File: config.mk
export PLATFORM = sky130hd
export DESIGN_NAME = window_sum_accum_flat
export DESIGN_NICKNAME = d
export VERILOG_FILES = /design/src/rtl/stereo_pkg.sv /design/src/rtl/window_sum_accum_if.sv /design/src/rtl/sum_lane.sv /design/src/rtl/window_sum_accum.sv /design/src/flat_wrapper.sv
export SDC_FILE = /design/constraint.sdc
export NUM_CORES = 1
export LEC_CHECK = 0
export BUFFER_PORTS_ARGS = -buffer_cell sky130_fd_sc_hd__buf_2
export CORE_MARGIN = 8
export CORE_UTILIZATION = 60
export CTS_CLUSTER_DIAMETER = 100
export DETAILED_ROUTE_END_ITERATION = 10
export GPL_ROUTABILITY_DRIVEN = 0
export GPL_TIMING_DRIVEN = 0
export HOLD_SLACK_MARGIN = 0.12
export PLACE_DENSITY_LB_ADDON = 0.2
export RECOVER_POWER = 50
export SYNTH_ARGS = -nofsm -noshare
export SYNTH_HDL_FRONTEND = slang
export SYNTH_SLANG_ARGS = --single-unit
File: constraint.sdc
create_clock -name clk -period 8.9 [get_ports clk]
set_input_delay 1.335 -clock clk [delete_from_list [all_inputs] [get_ports clk]]
set_output_delay 1.335 -clock clk [all_outputs]
set_load 0.01 [all_outputs]
File: src/rtl/stereo_pkg.sv
// Shared definitions for the stereo matching pipeline.
//  - Default pixel width, window length and sum width.
//  - Window sequencing state type (IDLE/ACCUM/DONE), shared with the
//    stage that walks windows across the image.
package stereo_pkg;

  localparam int DEF_PIX_W = 8;
  localparam int DEF_WIN_N = 256;
  localparam int DEF_SUM_W = 32;

  typedef enum logic [1:0] {
    ST_IDLE  = 2'd0,
    ST_ACCUM = 2'd1,
    ST_DONE  = 2'd2
  } win_state_e;

  // Counter width able to hold 0..n inclusive.
  function automatic int cnt_width(input int n);
    return $clog2(n) + 1;
  endfunction

endpackage

File: src/rtl/window_sum_accum_if.sv
// Bus between the window accumulator and its neighbours.
//  Control : start (begin window, honoured in IDLE only), busy, state (debug).
//  Pixels  : pix_valid/pix_ready handshake carrying f_pix/g_pix.
//  Results : sums_valid/sums_ready handshake carrying the five sums.
// Handshake rule (both channels): a transfer happens on a rising clk edge
// where valid && ready. The producer holds valid and data stable until the
// transfer; ready never depends combinationally on valid.
// Modports: slave = accumulator side, master = upstream/downstream side.
interface window_sum_accum_if
  import stereo_pkg::*;
#(
  parameter int PIX_W = DEF_PIX_W,
  parameter int SUM_W = DEF_SUM_W
);
  logic             start;
  logic             pix_valid;
  logic             pix_ready;
  logic [PIX_W-1:0] f_pix;
  logic [PIX_W-1:0] g_pix;
  logic             sums_valid;
  logic             sums_ready;
  logic [SUM_W-1:0] fsum;
  logic [SUM_W-1:0] f2sum;
  logic [SUM_W-1:0] gsum;
  logic [SUM_W-1:0] g2sum;
  logic [SUM_W-1:0] fgsum;
  logic             busy;
  win_state_e       state;

  modport slave (
    input  start, pix_valid, f_pix, g_pix, sums_ready,
    output pix_ready, sums_valid, fsum, f2sum, gsum, g2sum, fgsum, busy, state
  );

  modport master (
    output start, pix_valid, f_pix, g_pix, sums_ready,
    input  pix_ready, sums_valid, fsum, f2sum, gsum, g2sum, fgsum, busy, state
  );

endinterface

File: src/rtl/sum_lane.sv
// Registered accumulator lane.
//  clk, rst_n : clock, async active-low reset (sum cleared)
//  clear_i    : synchronous clear, wins over en_i
//  en_i       : add addend_i this cycle
//  addend_i   : SUM_W-bit addend, sum wraps modulo 2^SUM_W
//  sum_o      : current registered sum
module sum_lane #(
  parameter int SUM_W = 32
) (
  input  logic             clk,
  input  logic             rst_n,
  input  logic             clear_i,
  input  logic             en_i,
  input  logic [SUM_W-1:0] addend_i,
  output logic [SUM_W-1:0] sum_o
);

  logic [SUM_W-1:0] sum_q;
  logic [SUM_W-1:0] sum_d;

  always_comb begin
    sum_d = sum_q;
    if (clear_i) begin
      sum_d = '0;
    end else if (en_i) begin
      sum_d = sum_q + addend_i;
    end
  end

  always_ff @(posedge clk or negedge rst_n) begin
    if (!rst_n) begin
      sum_q <= '0;
    end else begin
      sum_q <= sum_d;
    end
  end

  assign sum_o = sum_q;

endmodule

File: src/rtl/window_sum_accum.sv
// Streaming window accumulator feeding the ZSSD formula stage.
// One window per start: accepts WIN_N f/g pixel pairs, then presents
// fsum, f2sum, gsum, g2sum, fgsum until downstream accepts them.
//  clk, rst_n : clock, async active-low reset
//  bus        : window_sum_accum_if.slave (start, pixel handshake,
//               sums handshake, busy, debug state)
// All bus outputs are registered, so pix_valid/sums_ready never reach an
// output combinationally.
module window_sum_accum
  import stereo_pkg::*;
#(
  parameter int PIX_W = DEF_PIX_W,
  parameter int WIN_N = DEF_WIN_N,
  parameter int SUM_W = DEF_SUM_W
) (
  input logic               clk,
  input logic               rst_n,
  window_sum_accum_if.slave bus
);

  localparam int CNT_W  = cnt_width(WIN_N);
  localparam int PROD_W = 2 * PIX_W;
  localparam logic [CNT_W-1:0] LAST_CNT = CNT_W'(WIN_N - 1);
  localparam int N_LANES = 5;

  win_state_e       state_q;
  logic [CNT_W-1:0] count_q;
  logic             pix_ready_q;
  logic             sums_valid_q;
  logic             busy_q;

  logic accept;
  logic clear;

  // pix_ready_q is only ever high in ACCUM, so it alone qualifies acceptance.
  assign accept = bus.pix_valid && pix_ready_q;
  assign clear  = (state_q == ST_IDLE) && bus.start;

  // Window sequencer. Outputs are registered alongside the state so each
  // one switches on the same edge as the state that implies it.
  always_ff @(posedge clk or negedge rst_n) begin
    if (!rst_n) begin
      state_q      <= ST_IDLE;
      count_q      <= '0;
      pix_ready_q  <= 1'b0;
      sums_valid_q <= 1'b0;
      busy_q       <= 1'b0;
    end else begin
      case (state_q)
        ST_IDLE: begin
          if (bus.start) begin
            state_q     <= ST_ACCUM;
            count_q     <= '0;
            pix_ready_q <= 1'b1;
            busy_q      <= 1'b1;
          end
        end
        ST_ACCUM: begin
          if (accept) begin
            count_q <= count_q + CNT_W'(1);
            if (count_q == LAST_CNT) begin
              state_q      <= ST_DONE;
              pix_ready_q  <= 1'b0;
              sums_valid_q <= 1'b1;
            end
          end
        end
        ST_DONE: begin
          // start is deliberately ignored here, even alongside the handshake.
          if (bus.sums_ready) begin
            state_q      <= ST_IDLE;
            sums_valid_q <= 1'b0;
            busy_q       <= 1'b0;
          end
        end
        default: begin
          state_q      <= ST_IDLE;
          pix_ready_q  <= 1'b0;
          sums_valid_q <= 1'b0;
          busy_q       <= 1'b0;
        end
      endcase
    end
  end

  // Zero-extended operands and unsigned full-width products.
  logic [PROD_W-1:0] f_ext;
  logic [PROD_W-1:0] g_ext;
  logic [PROD_W-1:0] ff_prod;
  logic [PROD_W-1:0] gg_prod;
  logic [PROD_W-1:0] fg_prod;

  assign f_ext   = PROD_W'(bus.f_pix);
  assign g_ext   = PROD_W'(bus.g_pix);
  assign ff_prod = f_ext * f_ext;
  assign gg_prod = g_ext * g_ext;
  assign fg_prod = f_ext * g_ext;

  // Lane order: fsum, f2sum, gsum, g2sum, fgsum.
  logic [SUM_W-1:0] addend [N_LANES];
  logic [SUM_W-1:0] sum    [N_LANES];

  assign addend[0] = SUM_W'(bus.f_pix);
  assign addend[1] = SUM_W'(ff_prod);
  assign addend[2] = SUM_W'(bus.g_pix);
  assign addend[3] = SUM_W'(gg_prod);
  assign addend[4] = SUM_W'(fg_prod);

  for (genvar l = 0; l < N_LANES; l++) begin : g_lane
    sum_lane #(
      .SUM_W (SUM_W)
    ) u_lane (
      .clk      (clk),
      .rst_n    (rst_n),
      .clear_i  (clear),
      .en_i     (accept),
      .addend_i (addend[l]),
      .sum_o    (sum[l])
    );
  end

  assign bus.fsum       = sum[0];
  assign bus.f2sum      = sum[1];
  assign bus.gsum       = sum[2];
  assign bus.g2sum      = sum[3];
  assign bus.fgsum      = sum[4];
  assign bus.pix_ready  = pix_ready_q;
  assign bus.sums_valid = sums_valid_q;
  assign bus.busy       = busy_q;
  assign bus.state      = state_q;

endmodule

File: src/flat_wrapper.sv
// flat-port wrapper written by rule: the top's interface ports become plain ports
module window_sum_accum_flat import stereo_pkg::*;
#(
  parameter int PIX_W = DEF_PIX_W,
  parameter int WIN_N = DEF_WIN_N,
  parameter int SUM_W = DEF_SUM_W
)
  (clk, rst_n, bus_start, bus_pix_valid, bus_f_pix, bus_g_pix, bus_sums_ready, bus_pix_ready, bus_sums_valid, bus_fsum, bus_f2sum, bus_gsum, bus_g2sum, bus_fgsum, bus_busy, bus_state);
  window_sum_accum_if #(.PIX_W(PIX_W), .SUM_W(SUM_W)) bus_i ();
  input logic clk;
  input logic rst_n;
  input wire logic [$bits(bus_i.start)-1:0] bus_start;
  input wire logic [$bits(bus_i.pix_valid)-1:0] bus_pix_valid;
  input wire logic [$bits(bus_i.f_pix)-1:0] bus_f_pix;
  input wire logic [$bits(bus_i.g_pix)-1:0] bus_g_pix;
  input wire logic [$bits(bus_i.sums_ready)-1:0] bus_sums_ready;
  output wire logic [$bits(bus_i.pix_ready)-1:0] bus_pix_ready;
  output wire logic [$bits(bus_i.sums_valid)-1:0] bus_sums_valid;
  output wire logic [$bits(bus_i.fsum)-1:0] bus_fsum;
  output wire logic [$bits(bus_i.f2sum)-1:0] bus_f2sum;
  output wire logic [$bits(bus_i.gsum)-1:0] bus_gsum;
  output wire logic [$bits(bus_i.g2sum)-1:0] bus_g2sum;
  output wire logic [$bits(bus_i.fgsum)-1:0] bus_fgsum;
  output wire logic [$bits(bus_i.busy)-1:0] bus_busy;
  output wire logic [$bits(bus_i.state)-1:0] bus_state;
  assign bus_i.start = bus_start;
  assign bus_i.pix_valid = bus_pix_valid;
  assign bus_i.f_pix = bus_f_pix;
  assign bus_i.g_pix = bus_g_pix;
  assign bus_i.sums_ready = bus_sums_ready;
  assign bus_pix_ready = bus_i.pix_ready;
  assign bus_sums_valid = bus_i.sums_valid;
  assign bus_fsum = bus_i.fsum;
  assign bus_f2sum = bus_i.f2sum;
  assign bus_gsum = bus_i.gsum;
  assign bus_g2sum = bus_i.g2sum;
  assign bus_fgsum = bus_i.fgsum;
  assign bus_busy = bus_i.busy;
  assign bus_state = bus_i.state;
  window_sum_accum #(.PIX_W(PIX_W), .WIN_N(WIN_N), .SUM_W(SUM_W)) u_core (.clk(clk), .rst_n(rst_n), .bus(bus_i));
endmodule
==> reports/metrics.csv, run 1 <==
stage;metric;value;unit
power_and_ir_drop;Peak VDD IR;0.219;mV
place;post-detail-place hpwl;34300;um
floorplan;Die Wd;180;um
power_and_ir_drop;Comb power frac;67.9;%
power_and_ir_drop;sequential power share;19.4;%
clock_tree;CTS clk-pin slew, worst paths;0.08;ns
floorplan;core area;26600;um^2
finish;Layout area overhead;11.7;%
clock_tree;Post-CTS Resized;0;
worst_setup_path;Setup CP Type;input pin to register;
synth;post-synthesis sequential area ratio;27.1;%
synth;Synth area leaders;dfrtp_1 27%, fa_1 16%, ha_1 11%;
power_and_ir_drop;clock share of power;12.6;%
synth;area leader, netlist;dfrtp_1;
timing;Peak Freq;0.159;GHz
floorplan;# rows;60;
worst_hold_path;Hold Crit Class;register to register;
worst_setup_path;crit-path max FO;10;
synth;Ys Warns;0;
grt;largest net degree at the start of global routing;119;
worst_setup_path;crit-path cells;buf_2 > clkbuf_1 > clkbuf_1 > nand2_1 > fa_1 > inv_1 > fa_1 > fa_1 > inv_1 > fa_1 > inv_1 > ha_1 > a21o_1 > a21oi_1 > o21ai_0 > o2111ai_1 > a211oi_1 > xnor2_1 > nor2_1;
status;status;complete, but fails checks;
route;drt wl/cell;18.9;um
timing;Final period util;70.5;%
clock_tree;CTS Sinks;174;
grt;GRT Total Usage;27.9;%
floorplan;io pins;186;
worst_setup_path;endpoint class of the critical path;register;
clock_tree;Clock Path Buffers;2;
floorplan;Initial Utilization;60.4;%
timing;Hold Fails Final Rpt;0;
synth;Netlist cell types;80;
route;vias;13900;
timing;setup violators final;0;
grt;vias in the first global route;14100;
route;drt initial violations;915;
power_and_ir_drop;power per cell area;353;nW/um^2
timing;RSZ-0062 raised after global routing;no;
timing;Relative slew margins;-114;%
worst_setup_path;Largest delay share family, worst path;adder cells;
worst_setup_path;WP data arrival;6.61;ns
route;post-route ant nets;0;
synth;post-synth net total;2117;
clock_tree;H-tree levels;4;
floorplan;Die ar.;32200;um^2
status;failing checks;capacitance limit, slew limit;
timing;Setup Skew;0.0135;ns
grt;initial antenna violation count;4;
synth;Syn Inst Count;1827;
synth;Seq cells post-synth;174;
place;port bufs;185;
finish;layout cells sized above 1;8.61;%
synth;FFs w/ async S/R, synth;100;%
route;DRC Markers;0;
synth;Synth Flop Type;dfrtp_1;
power_and_ir_drop;switch share;49.7;%
clock_tree;CTS Hold Bufs;0;
clock_tree;Setup Fix Bufs, Post-CTS;0;
job;max-cap viol count;2;
route;WL final;45100;um
power_and_ir_drop;switching pwr;3.14;mW
worst_setup_path;CP max-delay cell;fa_1;
power_and_ir_drop;Power Internal;3.18;mW
synth;EDFF count, synth;0;
clock_tree;TritonCTS clock tree;done;
worst_setup_path;Req. time, crit path;9.23;ns
worst_setup_path;Buf/Inv on CP;6;
power_and_ir_drop;Leak Pwr;9.12;nW
worst_setup_path;most used cell along the critical path;fa_1;
synth;average cell area after synthesis;8.78;um^2
timing;worst slew pin tran;3.21;ns
worst_setup_path;Worst setup SP type;input pin;
clock_tree;Num CTS Buffers;17;
timing;Period minus WS final;6.28;ns
finish;nets;2322;
timing;setup TNS;0;ns
route;Pre-antenna DRT Iters;7;
clock_tree;Clock Latency Late Sink;0.45;ns
floorplan;Die Y;180;um
finish;Final Util;67.4;%
grt;GRT overflow;0;
clock_tree;clk root buf;clkbuf_16;
worst_setup_path;CP peak stage delay;0.56;ns
synth;post-synth top area share;27.1;%
route;vias per cell;5.80;
grt;first-pass GRT wire length;73000;um
synth;Mapped Area;16000;um^2
timing;Slew Limit Fails;177;
==> flip-flops by register name (all words and copies together), names as in the netlist <==
signal                      flops
u_core.bus.state                2
u_core.bus.sums_valid           1
u_core.count_q                  9
u_core.bus.busy                 1
u_core.bus.pix_ready            1
u_core.g_lane.u_lane.sum_o    160
==> cells in the mapped netlist (4+ instances only) <==
cell and number:
a211oi_1 13, a21boi_0 6, a21o_1 26, a21oi_1 116, a31o_2 4, a31oi_1 8
and2_1 79, and3_1 20, and4_1 5, buf_1 10, clkbuf_1 49, dfrtp_1 174
fa_1 126, ha_1 143, inv_1 266, mux2i_1 15, nand2_1 225, nand2b_1 19
nand3_1 32, nand4_1 16, nor2_1 133, nor2b_1 15, nor3_1 22, nor3b_1 4
nor4_1 13, o2111ai_1 5, o211ai_1 9, o21a_1 4, o21ai_0 55, o31a_1 4
o31ai_1 9, or2_2 5, or3_1 17, or4_1 8, xnor2_1 77, xor2_1 35
==> cells in the final DEF, fill, tap and decap left out, types with 9 or more instances in the layout <==
cell         n
a21o_1      26
nor3_1      22
ha_1       143
dfrtp_1    174
buf_2      106
clkbuf_16   17
nor4_1      13
o211ai_1     9
nor2b_1     15
buf_1       10
o31ai_1      9
xnor2_1     77
nand3_1     32
a211oi_1    13
mux2i_1     15
a21oi_1    116
and2_1      79
fa_1       126
or3_1       17
nand2_1    225
clkbuf_1   130
xor2_1      35
and3_1      20
nand2b_1    19
inv_1      266
nand4_1     16
nor2_1     133
o21ai_0     55
==> power by group through the flow <==
stage	clock (mW)	combinational [mW]	sequential [mW]
after global placement	0	4.12	1.22
after detailed placement	0	4.25	1.23
after CTS	0.804	4.30	1.22
after global routing	0.835	4.87	1.25
final	0.798	4.29	1.23
after floorplan	0	3.18	1.27
==> per-stage QoR <==
stage | total power, mW | setup WS, ns | cells | cell area, um^2 | hold slack (ns)
after global placement | 5.34 | 2.27 | 2353 | 17400 | 0.462
final | 6.32 | 2.62 | 2389 | 17900 | 0.493
after floorplan | 4.45 | 3.07 | 1827 | 16000 | 0.449
after global routing | 6.96 | 1.48 | 2389 | 17900 | 0.534
after CTS | 6.32 | 2.70 | 2386 | 18000 | 0.489
after detailed placement | 5.49 | 2.25 | 2354 | 17400 | 0.468
==> layer usage <==
metal  up-vias  wire length [um]  track usage [%]
li1       6405                 -                -
met1      6784             18600             34.9
met2       539             21000             45.3
met3       124              3350             5.99
met4         2              2160             14.3
met5         -                13                0
==> cell type report <==
class / count / area, um^2
sequential: 174 / 4350
timing repair buffer: 186 / 830
fill: 2226 / 8660
clock inverter: 15 / 184
clock buffer: 17 / 425
tap: 341 / 427
buffer: 65 / 270
inverter: 266 / 998
multi-input combinational: 1322 / 10400
antenna: 3 / 7.51
==> cells by family after synthesis <==
| group | after synthesis | synth area share, % |
|---|---|---|
| buffers and inverters | 331 | 7.91 |
| multiplexers | 16 | 1.01 |
| flip-flops | 174 | 27.1 |
| AO/OA/AOI/OAI | 294 | 11.6 |
| AND/OR/NAND/NOR | 631 | 19.3 |
| adder cells (fa/ha/maj) | 269 | 26.9 |
| XOR/XNOR | 112 | 6.12 |
==> worst paths after layout <==
kind / start / to / slack [ns] / cells past startpoint
worst max register to register: u_core.g_lane[1].u_lane.sum_o[7] / u_core.g_lane[1].u_lane.sum_o[30] / 4.05 / 15
worst min register to register: u_core.count_q[8] / u_core.count_q[8] / 0.49 / 2
max in group asynchronous: rst_n / u_core.g_lane[4].u_lane.sum_o[16] / 2.70 / 2
worst min-delay path: u_core.count_q[8] / u_core.count_q[8] / 0.49 / 2
min in group asynchronous: rst_n / u_core.g_lane[2].u_lane.sum_o[20] / 1.93 / 1
worst max-delay path: bus_f_pix[6] / u_core.g_lane[4].u_lane.sum_o[25] / 2.62 / 19
==> worst reg2reg max path, delay by kind of cell (launching register included) <==
kind | cells | cell delay [ns]
buffers and inverters | 4 | 0.23
XOR/XNOR | 1 | 0.17
flip-flops | 1 | 0.45
AND/OR/NAND/NOR | 2 | 0.21
AO/OA/AOI/OAI | 3 | 1.30
adder cells (fa/ha/maj) | 5 | 2.34
No activity file was read; power rests on OpenSTA's default activity.
==> run 2, diff against run 1 <==
Clock period 8.9 ns to 6 ns, I/O delays scaled along.
==> reports/metrics.csv, run 2 (synthesis results as in run 1) <==
stage;metric;value;unit;change
grt;largest net degree at the start of global routing;119;;unchanged
worst_setup_path;Crit. Startpoint;bus_g_pix[6];;was bus_f_pix[6]
floorplan;io pins;186;;unchanged
timing;setup violators final;0;;unchanged
worst_setup_path;Reg2Reg Capture Point;u_core.g_lane[3].u_lane.sum_o[24];;was u_core.g_lane[1].u_lane.sum_o[30]
clock_tree;H-tree levels;4;;unchanged
worst_setup_path;CP peak stage delay;0.54;ns;was 0.56 ns
route;post-route ant nets;0;;unchanged
floorplan;core area;26600;um^2;unchanged
worst_setup_path;Critical Path Stages;18;;was 19
route;DRC Markers;0;;unchanged
power_and_ir_drop;clock share of power;12.6;%;about the same
worst_hold_path;hold path startpoint;u_core.count_q[8];;unchanged
grt;initial antenna violation count;4;;unchanged
power_and_ir_drop;Comb power frac;68.0;%;was 67.9%
place;pre-CTS WS;-0.215;ns;was 2.25 ns
timing;fin worst setup slack;0.254;ns;was 2.62 ns
clock_tree;CTS clk-pin slew, worst paths;0.08;ns;about the same
power_and_ir_drop;sequential power share;19.4;%;about the same
clock_tree;Setup Fix Bufs, Post-CTS;0;;unchanged
status;failing checks;capacitance limit, slew limit;;unchanged
worst_setup_path;crit-path cells;buf_2 > clkbuf_1 > nand2_1 > fa_1 > fa_1 > inv_1 > fa_1 > inv_1 > fa_1 > inv_1 > ha_1 > nand2_1 > o21ai_1 > and3b_1 > o2111ai_1 > and2_1 > or3_1 > a21oi_1;;was buf_2 > clkbuf_1 > clkbuf_1 > nand2_1 > fa_1 > inv_1 > fa_1 > fa_1 > inv_1 > fa_1 > inv_1 > ha_1 > a21o_1 > a21oi_1 > o21ai_0 > o2111ai_1 > a211oi_1 > xnor2_1 > nor2_1
finish;Layout area overhead;11.7;%;about the same
finish;Fill cells;2226;;unchanged
worst_setup_path;WP data arrival;6.12;ns;was 6.61 ns
finish;nets;2320;;was 2,322
worst_setup_path;Buf/Inv on CP;5;;was 6
route;WL final;44700;um;was 45,100 um
timing;Setup Skew;0.0133;ns;was 0.0135 ns
power_and_ir_drop;switching pwr;4.66;mW;was 3.14 mW
finish;fin cells;2387;;was 2,389
floorplan;Initial Utilization;60.4;%;unchanged
job;max-cap viol count;2;;unchanged
grt;first-pass GRT wire length;73000;um;unchanged
power_and_ir_drop;power per cell area;523;nW/um^2;was 353 nW/um^2
clock_tree;TritonCTS clock tree;done;;unchanged
finish;most frequent cells in the layout;266 x inv_1, 225 x nand2_1, 174 x dfrtp_1;;unchanged
place;port bufs;185;;unchanged
route;vias per cell;5.80;;about the same
route;vias;13800;;was 13,900
grt;vias in the first global route;14100;;unchanged
worst_setup_path;Worst Reg2Reg Path Length in Cells;16;;was 15
power_and_ir_drop;total power;9.37;mW;was 6.32 mW
clock_tree;CTS Sinks;174;;unchanged
finish;fin area;17900;um^2;about the same
route;drt wl/cell;18.7;um;was 18.9 um
power_and_ir_drop;Peak VDD IR;0.328;mV;was 0.219 mV
floorplan;Die Wd;180;um;unchanged
worst_setup_path;crit-path max FO;10;;unchanged
timing;Slew Limit Fails;177;;unchanged
finish;most common cell after layout, fill and taps aside;inv_1;;unchanged
timing;worst slew pin tran;3.19;ns;was 3.21 ns
clock_tree;Clock Path Buffers;2;;unchanged
worst_setup_path;most used cell along the critical path;fa_1;;unchanged
timing;RSZ-0062 raised after global routing;no;;unchanged
grt;GRT overflow;0;;unchanged
timing;Hold Fails Final Rpt;0;;unchanged
worst_setup_path;r2r startpoint;u_core.g_lane[3].u_lane.sum_o[7];;was u_core.g_lane[1].u_lane.sum_o[7]
status;status;complete, but fails checks;;unchanged
worst_setup_path;FF-to-FF setup slack;1.13;ns;was 4.05 ns
power_and_ir_drop;Leak Pwr;9.12;nW;about the same
worst_setup_path;Req. time, crit path;6.38;ns;was 9.23 ns
power_and_ir_drop;switch share;49.7;%;about the same
place;post-detail-place hpwl;34300;um;unchanged
clock_tree;Post-CTS Resized;0;;unchanged
worst_setup_path;Worst setup SP type;input pin;;unchanged
timing;Final period util;95.8;%;
finish;Final Util;67.4;%;about the same
route;Pre-antenna DRT Iters;5;;was 7
clock_tree;Clock Latency Late Sink;0.45;ns;about the same
timing;Peak Freq;0.174;GHz;
finish;Largest register FFs;160;;unchanged
grt;GRT Total Usage;27.9;%;unchanged
worst_setup_path;endpoint class of the critical path;register;;unchanged
finish;layout cells sized above 1;8.66;%;was 8.61%
timing;Period minus WS final;5.75;ns;
worst_hold_path;Hold Crit Class;register to register;;unchanged
worst_setup_path;Largest delay share family, worst path;adder cells;;unchanged
floorplan;Die Y;180;um;unchanged
place;Placement Cell Area;17400;um^2;unchanged
timing;Relative slew margins;-113;%;was -114%
floorplan;Die ar.;32200;um^2;unchanged
clock_tree;Num CTS Buffers;17;;unchanged
clock_tree;clk root buf;clkbuf_16;;unchanged
worst_setup_path;Setup CP Type;input pin to register;;unchanged
route;drt initial violations;881;;was 915
place;dpl cells;2354;;unchanged
floorplan;# rows;60;;unchanged
worst_setup_path;last element of the critical path;u_core.g_lane[4].u_lane.sum_o[29];;was u_core.g_lane[4].u_lane.sum_o[25]
power_and_ir_drop;Power Internal;4.71;mW;was 3.18 mW
clock_tree;CTS Hold Bufs;0;;unchanged
worst_setup_path;CP max-delay cell;fa_1;;unchanged
-- run 2: final cells by class --
type | count | area [um^2] | area share [%]
Buffer | 63 | 264 | 1.47
Multi-Input combinational cell | 1322 | 10400 | 58.2
Tap cell | 341 | 427 | 2.38
Sequential cell | 174 | 4350 | 24.3
Timing Repair Buffer | 186 | 832 | 4.65
Clock inverter | 15 | 184 | 1.03
Clock buffer | 17 | 425 | 2.38
Inverter | 266 | 998 | 5.57
Antenna cell | 3 | 7.51 | 0.0419
-- run 2: per-layer routing --
metal	routed length, um	up-vias	global-route usage [%]	part of all wire [%]
li1	-	6394	-	-
met3	3220	124	5.99	7.2
met5	13	-	0	0.029
met4	2100	2	14.3	4.7
met2	20800	530	45.3	47
met1	18600	6794	34.9	42
-- run 2: power groups by stage --
stage | combinational (mW) | clock, mW | sequential (mW)
after floorplan | 4.72 | 0 | 1.88
after global placement | 6.11 | 0 | 1.81
after detailed placement | 6.31 | 0 | 1.83
after CTS | 6.38 | 1.19 | 1.80
after global routing | 7.22 | 1.24 | 1.86
final | 6.37 | 1.19 | 1.82
-- run 2: worst min path at each step --
| stage | to | slack [ns] | depth (start not counted) |
|---|---|---|---|
| after detailed placement | u_core.count_q[8] | 0.47 | 2 |
| after global routing | u_core.count_q[8] | 0.53 | 2 |
| final | u_core.count_q[8] | 0.49 | 2 |
| after floorplan | u_core.count_q[8] | 0.45 | 2 |
| after global placement | u_core.count_q[8] | 0.46 | 2 |
| after CTS | u_core.g_lane[2].u_lane.sum_o[22] | 0.38 | 1 |
-- run 2: worst register-to-register path, stage by stage, from the launching register on --
cell,delay (ns)
dfrtp_1,0.38
inv_1,0.09
fa_1,0.54
inv_1,0.05
fa_1,0.47
fa_1,0.51
inv_1,0.06
fa_1,0.52
inv_1,0.04
ha_1,0.35
a21o_1,0.22
a31o_2,0.23
o2111ai_1,0.41
a311oi_2,0.29
o211ai_1,0.32
xor2_1,0.19
nor2_1,0.05
-- run 2: stage by stage --
stage / hold slack [ns] / TNS (ns)
floorplan: 0.449 / 0
global placement: 0.462 / -1.95
detailed placement: 0.468 / -3.45
CTS: 0.376 / 0
global route: 0.534 / 0
finish: 0.493 / 0
==> run 3, diff against run 2 <==
Settings changed: CTS_BUF_LIST set to sky130_fd_sc_hd__clkbuf_4.
==> reports/metrics.csv, run 3 (synthesis results as in run 1) <==
stage;metric;value;unit;change
finish;fin area;17600;um^2;was 17,900 um^2
power_and_ir_drop;Leak Pwr;8.99;nW;was 9.12 nW
floorplan;Die Wd;180;um;unchanged
clock_tree;clk root buf;clkbuf_4;;was clkbuf_16
job;max-cap viol count;2;;unchanged
worst_setup_path;r2r startpoint;u_core.g_lane[3].u_lane.sum_o[7];;unchanged
worst_setup_path;Worst Reg2Reg Path Length in Cells;16;;unchanged
timing;Hold Fails Final Rpt;0;;unchanged
finish;layout cells sized above 1;8.61;%;was 8.66%
clock_tree;TritonCTS clock tree;done;;unchanged
clock_tree;Clock Latency Late Sink;0.64;ns;was 0.45 ns
floorplan;# rows;60;;unchanged
worst_hold_path;Hold Crit Class;register to register;;unchanged
finish;Largest register FFs;160;;unchanged
timing;worst slew pin tran;3.22;ns;was 3.19 ns
worst_setup_path;Worst setup SP type;input pin;;unchanged
clock_tree;H-tree levels;4;;unchanged
route;DRC Markers;0;;unchanged
route;vias;13800;;about the same
worst_setup_path;FF-to-FF setup slack;1.12;ns;was 1.13 ns
route;vias per cell;5.77;;was 5.80
finish;most common cell after layout, fill and taps aside;inv_1;;unchanged
place;post-detail-place hpwl;34300;um;unchanged
worst_setup_path;Req. time, crit path;6.52;ns;was 6.38 ns
clock_tree;Setup Fix Bufs, Post-CTS;0;;unchanged
worst_hold_path;Hold Path Sink;u_core.count_q[8];;unchanged
worst_setup_path;Setup CP Type;input pin to register;;unchanged
grt;largest net degree at the start of global routing;119;;unchanged
floorplan;core area;26600;um^2;unchanged
timing;Relative slew margins;-115;%;was -113%
power_and_ir_drop;Peak VDD IR;0.289;mV;was 0.328 mV
timing;Period minus WS final;5.70;ns;was 5.75 ns
clock_tree;Post-CTS Resized;0;;unchanged
worst_setup_path;endpoint class of the critical path;register;;unchanged
status;status;complete, but fails checks;;unchanged
clock_tree;CTS clk-pin slew, worst paths;0.19;ns;was 0.08 ns
route;WL final;44400;um;was 44,700 um
worst_hold_path;Worst Hold Depth;2;;unchanged
worst_setup_path;crit-path max FO;10;;unchanged
timing;Slew Limit Fails;177;;unchanged
route;Pre-antenna DRT Iters;5;;unchanged
place;Placement Cell Area;17400;um^2;unchanged
clock_tree;Clock Path Buffers;2;;unchanged
floorplan;Die Y;180;um;unchanged
finish;Layout area overhead;9.83;%;was 11.7%
floorplan;Die ar.;32200;um^2;unchanged
finish;most frequent cells in the layout;266 x inv_1, 225 x nand2_1, 174 x dfrtp_1;;unchanged
place;port bufs;185;;unchanged
timing;Setup Skew;0.0336;ns;was 0.0133 ns
clock_tree;CTS Hold Bufs;0;;unchanged
route;post-route ant nets;0;;unchanged
floorplan;io pins;186;;unchanged
timing;setup violators final;0;;unchanged
floorplan;Initial Utilization;60.4;%;unchanged
status;failing checks;capacitance limit, slew limit;;unchanged
timing;RSZ-0062 raised after global routing;no;;unchanged
worst_setup_path;WP data arrival;6.22;ns;was 6.12 ns
worst_setup_path;Reg2Reg Capture Point;u_core.g_lane[3].u_lane.sum_o[24];;unchanged
route;drt wl/cell;18.6;um;was 18.7 um
grt;vias in the first global route;13900;;was 14,100
timing;Final period util;94.9;%;was 95.8%
power_and_ir_drop;power per cell area;506;nW/um^2;was 523 nW/um^2
clock_tree;Num CTS Buffers;17;;unchanged
clock_tree;CTS Sinks;174;;unchanged
grt;GRT overflow;0;;unchanged
grt;GRT Total Usage;27.6;%;was 27.9%
timing;setup TNS;0;ns;unchanged
grt;first-pass GRT wire length;71900;um;was 73,000 um
grt;initial antenna violation count;3;;was 4
worst_hold_path;hold path startpoint;u_core.count_q[8];;unchanged
timing;Peak Freq;0.176;GHz;was 0.174 GHz
finish;nets;2322;;was 2,320
route;drt initial violations;935;;was 881
## run 3: how the worst max path moves through the flow
stage / from / endpoint / slack, ns / cells after the start
floorplan: bus_f_pix[6] / u_core.g_lane[4].u_lane.sum_o[17] / 0.60 / 18
global placement: bus_f_pix[6] / u_core.g_lane[4].u_lane.sum_o[17] / -0.19 / 19
detailed placement: bus_f_pix[6] / u_core.g_lane[4].u_lane.sum_o[17] / -0.22 / 19
CTS: bus_f_pix[6] / u_core.g_lane[4].u_lane.sum_o[17] / 0.46 / 19
global route: bus_f_pix[6] / u_core.g_lane[4].u_lane.sum_o[17] / 0.08 / 19
finish: bus_f_pix[6] / u_core.g_lane[4].u_lane.sum_o[17] / 0.30 / 19
## run 3: area by class of cell
cell class                      instances  area [um^2]
Buffer                                 65          269
Fill cell                            2268         8960
Clock buffer                           17          128
Sequential cell                       174         4350
Clock inverter                         15          184
Antenna cell                            4         10.0
Tap cell                              341          427
Multi-Input combinational cell       1322        10400
Inverter                              266          998
Timing Repair Buffer                  186          835
## run 3: through the flow
step	hold WS [ns]	power, mW	worst slack [ns]	instances	util [%]
2_1_floorplan	0.449	6.60	0.601	1827	-
3_3_place_gp	0.462	7.92	-0.190	2353	65.4
3_5_place_dp	0.468	8.14	-0.215	2354	65.6
4_1_cts	0.150	8.93	0.462	2386	66.8
5_1_grt	0.501	9.87	0.0836	2389	66.3
6_report	0.513	8.92	0.303	2390	66.3
## run 3: worst max-delay path, cell delays in order
cell,delay [ns]
buf_2,0.11
clkbuf_1,0.36
clkbuf_1,0.44
nand2_1,0.15
fa_1,0.53
inv_1,0.05
fa_1,0.48
fa_1,0.56
inv_1,0.06
fa_1,0.53
inv_1,0.04
ha_1,0.34
a21o_1,0.21
a21oi_1,0.26
a21boi_0,0.40
o21ai_0,0.25
a31oi_1,0.27
mux2i_1,0.21
nor2_1,0.06
## run 3: layer usage
metal | GRT usage [%] | vias to the layer above | wire [um]
li1 | - | 6392 | -
met3 | 6.07 | 113 | 3140
met5 | 0 | - | 13
met4 | 12.3 | 2 | 1960
met1 | 34.7 | 6765 | 18500
met2 | 45.1 | 524 | 20800
## run 3: power breakdown
group	switching (mW)	internal [mW]	leakage, nW
Clock	0.559	0.203	0.163
Combinational	3.70	2.64	6.57
Sequential	0.330	1.49	2.25
